[src/rtl/inst_fetch_responder.sv]
// inst_fetch_responder: instruction-store target of the fetch interface; returns the
// addressed word a fixed number of cycles after each accepted request, flagging bad fetches.
module inst_fetch_responder #(
   parameter int DEPTH_LOG2  = 6,
   parameter int WAIT_STATES = 1
) (
   input  logic                  clka,
   input  logic                  rsta,
   input  logic                  ld_en,
   input  logic [DEPTH_LOG2-1:0] ld_addr,
   input  logic [31:0]           ld_data,
   input  logic                  req_valid,
   input  logic [31:0]           req_addr,
   output logic                  req_ready,
   output logic                  resp_valid,
   output logic [31:0]           resp_data,
   output logic                  resp_err,
   input  logic                  resp_ready,
   output logic [31:0]           fetch_count
);
   typedef enum logic [1:0] {IDLE, WAIT, RESP} state_t;
   localparam logic [3:0] WS_INIT = 4'(WAIT_STATES == 0 ? 0 : WAIT_STATES - 1);
   state_t state, next_state;
   logic [31:0] mem [2**DEPTH_LOG2];
   logic [31:0] addr, cap_addr;
   logic [3:0]  cnt;
   logic        accept, hs, enter_resp, cap_err;
   always_comb begin
      next_state = state;
      req_ready  = 1'b0;
      accept     = 1'b0;
      hs         = 1'b0;
      case (state)
         IDLE: begin
            req_ready = 1'b1;
            accept    = req_valid;
            if (req_valid) next_state = (WAIT_STATES == 0) ? RESP : WAIT;
         end
         WAIT: if (cnt == 4'd0) next_state = RESP;
         RESP: begin
            hs = resp_valid && resp_ready;
            if (hs) next_state = IDLE;
         end
         default: next_state = IDLE;
      endcase
   end
   // with no wait states the response is captured on the accept edge, straight from req_addr
   assign enter_resp = (next_state == RESP) && (state != RESP);
   assign cap_addr   = (state == IDLE) ? req_addr : addr;
   assign cap_err    = (cap_addr[1:0] != 2'b00) || ((cap_addr >> (DEPTH_LOG2 + 2)) != 32'd0);
   always_ff @(posedge clka or posedge rsta)
      if (rsta) state <= IDLE;
      else state <= next_state;
   always_ff @(posedge clka or posedge rsta) begin
      if (rsta) begin
         addr        <= 32'd0;
         cnt         <= 4'd0;
         resp_valid  <= 1'b0;
         resp_data   <= 32'd0;
         resp_err    <= 1'b0;
         fetch_count <= 32'd0;
      end else begin
         if (accept) begin
            addr <= req_addr;
            cnt  <= WS_INIT;
         end else if (state == WAIT && cnt != 4'd0) cnt <= cnt - 4'd1;
         if (enter_resp) begin
            resp_valid <= 1'b1;
            resp_err   <= cap_err;
            resp_data  <= cap_err ? 32'd0 : mem[cap_addr[DEPTH_LOG2+1:2]];
         end else if (hs) begin
            resp_valid  <= 1'b0;
            fetch_count <= fetch_count + 32'd1;
         end
      end
   end
   // store is deliberately unreset so a program survives rsta
   always_ff @(posedge clka)
      if (ld_en && !rsta) mem[ld_addr] <= ld_data;
endmodule

[config.mk]
export PLATFORM = sky130hd
export DESIGN_NAME = inst_fetch_responder
export DESIGN_NICKNAME = d
export VERILOG_FILES = /design/src/rtl/inst_fetch_responder.sv
export SDC_FILE = /design/constraint.sdc
export NUM_CORES = 2
export LEC_CHECK = 0
export ABC_AREA = 1
export CAP_MARGIN = 20
export CORE_MARGIN = 2
export CORE_UTILIZATION = 56
export DETAILED_ROUTE_END_ITERATION = 8
export MAX_ROUTING_LAYER = met4
export PLACE_DENSITY = 0.75
export SLEW_MARGIN = 20
export SYNTH_ARGS = -nofsm -noshare
export SYNTH_HDL_FRONTEND = slang
export SYNTH_SLANG_ARGS = --single-unit
[constraint.sdc]
create_clock -name clka -period 3.09 [get_ports clka]
set_input_delay 0.618 -clock clka [delete_from_list [all_inputs] [get_ports clka]]
set_output_delay 0.618 -clock clka [all_outputs]
set_load 0.005 [all_outputs]
==> flow_metrics.py <==
metrics = {
    "outcome": {
        "status": "finished clean",
    },
    "synth": {
        "synth.ff_latch_count": 2152,
        "yosys.area.top_type": "edfxtp_1",
        "seq_area_frac_synth_pct": 74.0,
        "synthCells": 7191,
        "synth_area_leaders": "edfxtp_1, nand3_1, nand2_1, dfrtp_1, buf_2",
        "synth.distinct_cells": 30,
        "synth_top_cell_area_share_pct": 71.0,
        "syn_nets": 7268,
        "ys_warn_count": 0,
        "syn_avg_cell_area_um2": 12.1,
        "syn_area_mm2": 0.0867,
    },
    "die": {
        "die_w_um": 397,
        "ios": 142,
        "initial_utilization_pct": 56.3,
        "rows": 144,
        "die-area_mm2": 0.158,
        "die_y_um": 397,
        "core_mm2": 0.154,
    },
    "clocking": {
        "numCtsBuffers": 204,
        "postCtsHoldBufs": 0,
        "clock_sinks": 2152,
        "cts_max_path_buffers": 3,
        "ctsRootBufferMaster": "clkbuf_16",
        "cts_tree": "built",
        "insertion_delay_ns": 0.83,
        "clk_pin_slew_worst_paths_ns": 0.06,
        "htree_num_levels": 4,
    },
    "run": {
        "cap_violations": 0,
    },
    "placed_design": {
        "place_area_mm2": 0.0939,
        "place.gp.congestion": 0.912,
        "dp_hpwl_mm": 143,
        "io_buffer_count": 141,
    },
    "hold_path": {
        "min_path_type": "input port to flop",
    },
    "setup_path": {
        "crit_top_cell": "nand3_1",
        "critical_path_buf_inv_count": 5,
        "max_stage_delay_ns": 0.47,
        "crit_path_cell_trace": "nor2_4, buf_4, nand2_1, o21ai_4, inv_8, buf_12, buf_4, buf_4, nand3_1, nand3_1, nand3_1, nand3_1, nand3_1, nand2_1",
        "critPathMaxFanout": 32,
        "cp.required_ns": 3.80,
        "worstSetupPathType": "flop to flop",
        "slowest_stage": "dfrtp_1",
        "critPathTopFamily": "simple AND/OR/NAND/NOR gates",
        "end_kind": "flop",
        "start_kind": "flop",
        "rrSetupSlack_ns": 0.09,
        "arrival_ns": 3.71,
    },
    "final_layout": {
        "stdcell_area_mm2": 0.101,
        "final_cell_mix": "nand3_1, edfxtp_1, nand2_1",
        "mostFrequentLayoutCell": "nand3_1",
        "drive_gt1_share_pct": 10.5,
        "nNetsFinal": 7525,
        "nFillCells": 10600,
        "area_growth_pct": 16.3,
    },
    "sta": {
        "hold_ws_ns": 0.193,
        "layout_min_cycle_time_ns": 3.00,
        "min_period_over_period_pct": 97.1,
        "fin_skew_ns": 0.0311,
        "slew_violations": 0,
        "rsz0062_at_grt": "no",
        "tightest_slew_ns": 1.11,
        "max_slew_margin_pct": 26.0,
        "setup_viol": 0,
        "fmax_mhz": 333,
        "hold_viol_final": 0,
    },
    "global_route": {
        "grt_max_degree": 116,
        "grt_pass1_wl_mm": 379,
        "antenna_found_initial": 11,
        "grt_pass1_vias": 60000,
        "gr-usage-all-layers_pct": 33.2,
        "grt-ovfl-total": 0,
    },
    "route": {
        "final_antenna_net_count": 0,
        "drt_first_pass_iters": 7,
        "via_per_inst": 6.37,
        "drc": 0,
        "vias": 61600,
        "drt_iter0_markers": 9777,
        "wl_mm": 256,
        "wire_per_inst_um": 26.4,
    },
    "power_and_ir_drop": {
        "leakage_nw": 35.5,
        "vdd_ir_drop_max_mv": 0.971,
        "power_density_mw_per_mm2": 959,
    },
}
[cell type report]
type	count	area [µm²]	area share, %
Clock inverter	108	1130	1.12
Sequential cell	2152	64100	63.6
Inverter	109	425	0.422
Multi-Input combinational cell	4454	20600	20.4
Timing Repair Buffer	527	6320	6.27
Antenna cell	9	22.5	0.0223
Tap cell	2044	2560	2.54
Clock buffer	278	5670	5.62
[per-layer routing]
metal	up-vias	routed length (µm)	track usage (%)	part of all wire [%]
met5	-	0	-	0
met4	0	13200	15.8	5.2
met3	837	34500	6.88	13
met2	4764	119000	50.5	46
met1	29700	89400	43.2	35
li1	26300	-	-	-
[worst register-to-register path, cell delays in order, from the launching register on]
cell and delay [ns]:
dfrtp_1 0.47, nor2_4 0.34, buf_4 0.20, nand2_1 0.09, o21ai_4 0.21, inv_8 0.14
buf_12 0.23, buf_4 0.23, buf_4 0.17, nand3_1 0.09, nand3_1 0.08, nand3_1 0.16
nand3_1 0.27, nand3_1 0.16, nand2_1 0.06
[sequential cells by signal, indices dropped and copies added (netlist names)]
signal / count
cnt: 4
resp_valid: 1
mem: 2048
state: 2
fetch_count: 32
resp_data: 32
resp_err: 1
addr: 32
[what timing repair did]
action	CTS	global route
setup buffers	0	3
setup endpoints to repair	0	11
resized for setup	0	1
[synthesized netlist by cell type]
| master | n |
|---|---|
| inv_1 | 106 |
| nor4_1 | 13 |
| dfrtp_1 | 104 |
| xnor2_1 | 12 |
| nand2_2 | 6 |
| o22ai_1 | 1 |
| nand3_1 | 2265 |
| nand4_1 | 22 |
| nand2_1 | 1966 |
| buf_4 | 1 |
| buf_1 | 31 |
| nor3_1 | 8 |
| nor2_1 | 88 |
| nor2_2 | 1 |
| o21ai_2 | 3 |
| edfxtp_1 | 2048 |
| a31oi_1 | 1 |
| nand3b_1 | 1 |
| buf_2 | 340 |
| o21ai_0 | 36 |
| ha_1 | 2 |
| nand2_4 | 1 |
| o31ai_1 | 3 |
| o21ai_1 | 2 |
| xor2_1 | 18 |
| nor2_4 | 1 |
| inv_2 | 3 |
| a21oi_1 | 2 |
| clkbuf_1 | 105 |
| o21bai_1 | 1 |
[stage by stage]
step | std cells | util (%) | power (mW) | TNS, ns | worst slack [ns]
floorplan | 7191 | - | 55.5 | 0 | 0.0209
global placement | 9280 | 61.0 | 69.8 | -1.65 | -0.256
detailed placement | 9280 | 61.0 | 70.6 | -2.13 | -0.271
CTS | 9666 | 65.4 | 95.8 | 0 | 0.0176
global route | 9679 | 65.5 | 100 | 0 | 0.0295
finish | 9681 | 65.5 | 96.6 | 0 | 0.0886
[power breakdown]
group	switching [mW]	leakage, nW	internal [mW]	total (mW)
combinational	26.0	12.4	12.6	38.6
clock	10.8	3.32	14.5	25.4
sequential	0.302	19.8	32.3	32.6
total	37.2	35.5	59.4	96.6
[path summary, 6_finish.rpt]
check	start	end	depth (start not counted)
worst max-delay path	state[0]	resp_data[23]	14
worst min-delay path	ld_data[31]	mem[48][31]	1
worst max register to register	state[0]	resp_data[23]	14
worst min register to register	fetch_count[31]	fetch_count[31]	1
max in group asynchronous	rsta	fetch_count[21]	4
min in group asynchronous	rsta	resp_data[6]	2
[cells by family after synthesis]
kind of cell | after synthesis | synth area share (%)
and+or+nand+nor | 4372 | 22.4
DFF | 2152 | 74.0
buffers and inverters | 586 | 3.03
AOI/OAI and AO/OA | 49 | 0.310
xor gates and xnor gates | 30 | 0.303
adders and majority gates | 2 | 0.0289
Power figures use the tool's default switching activity.
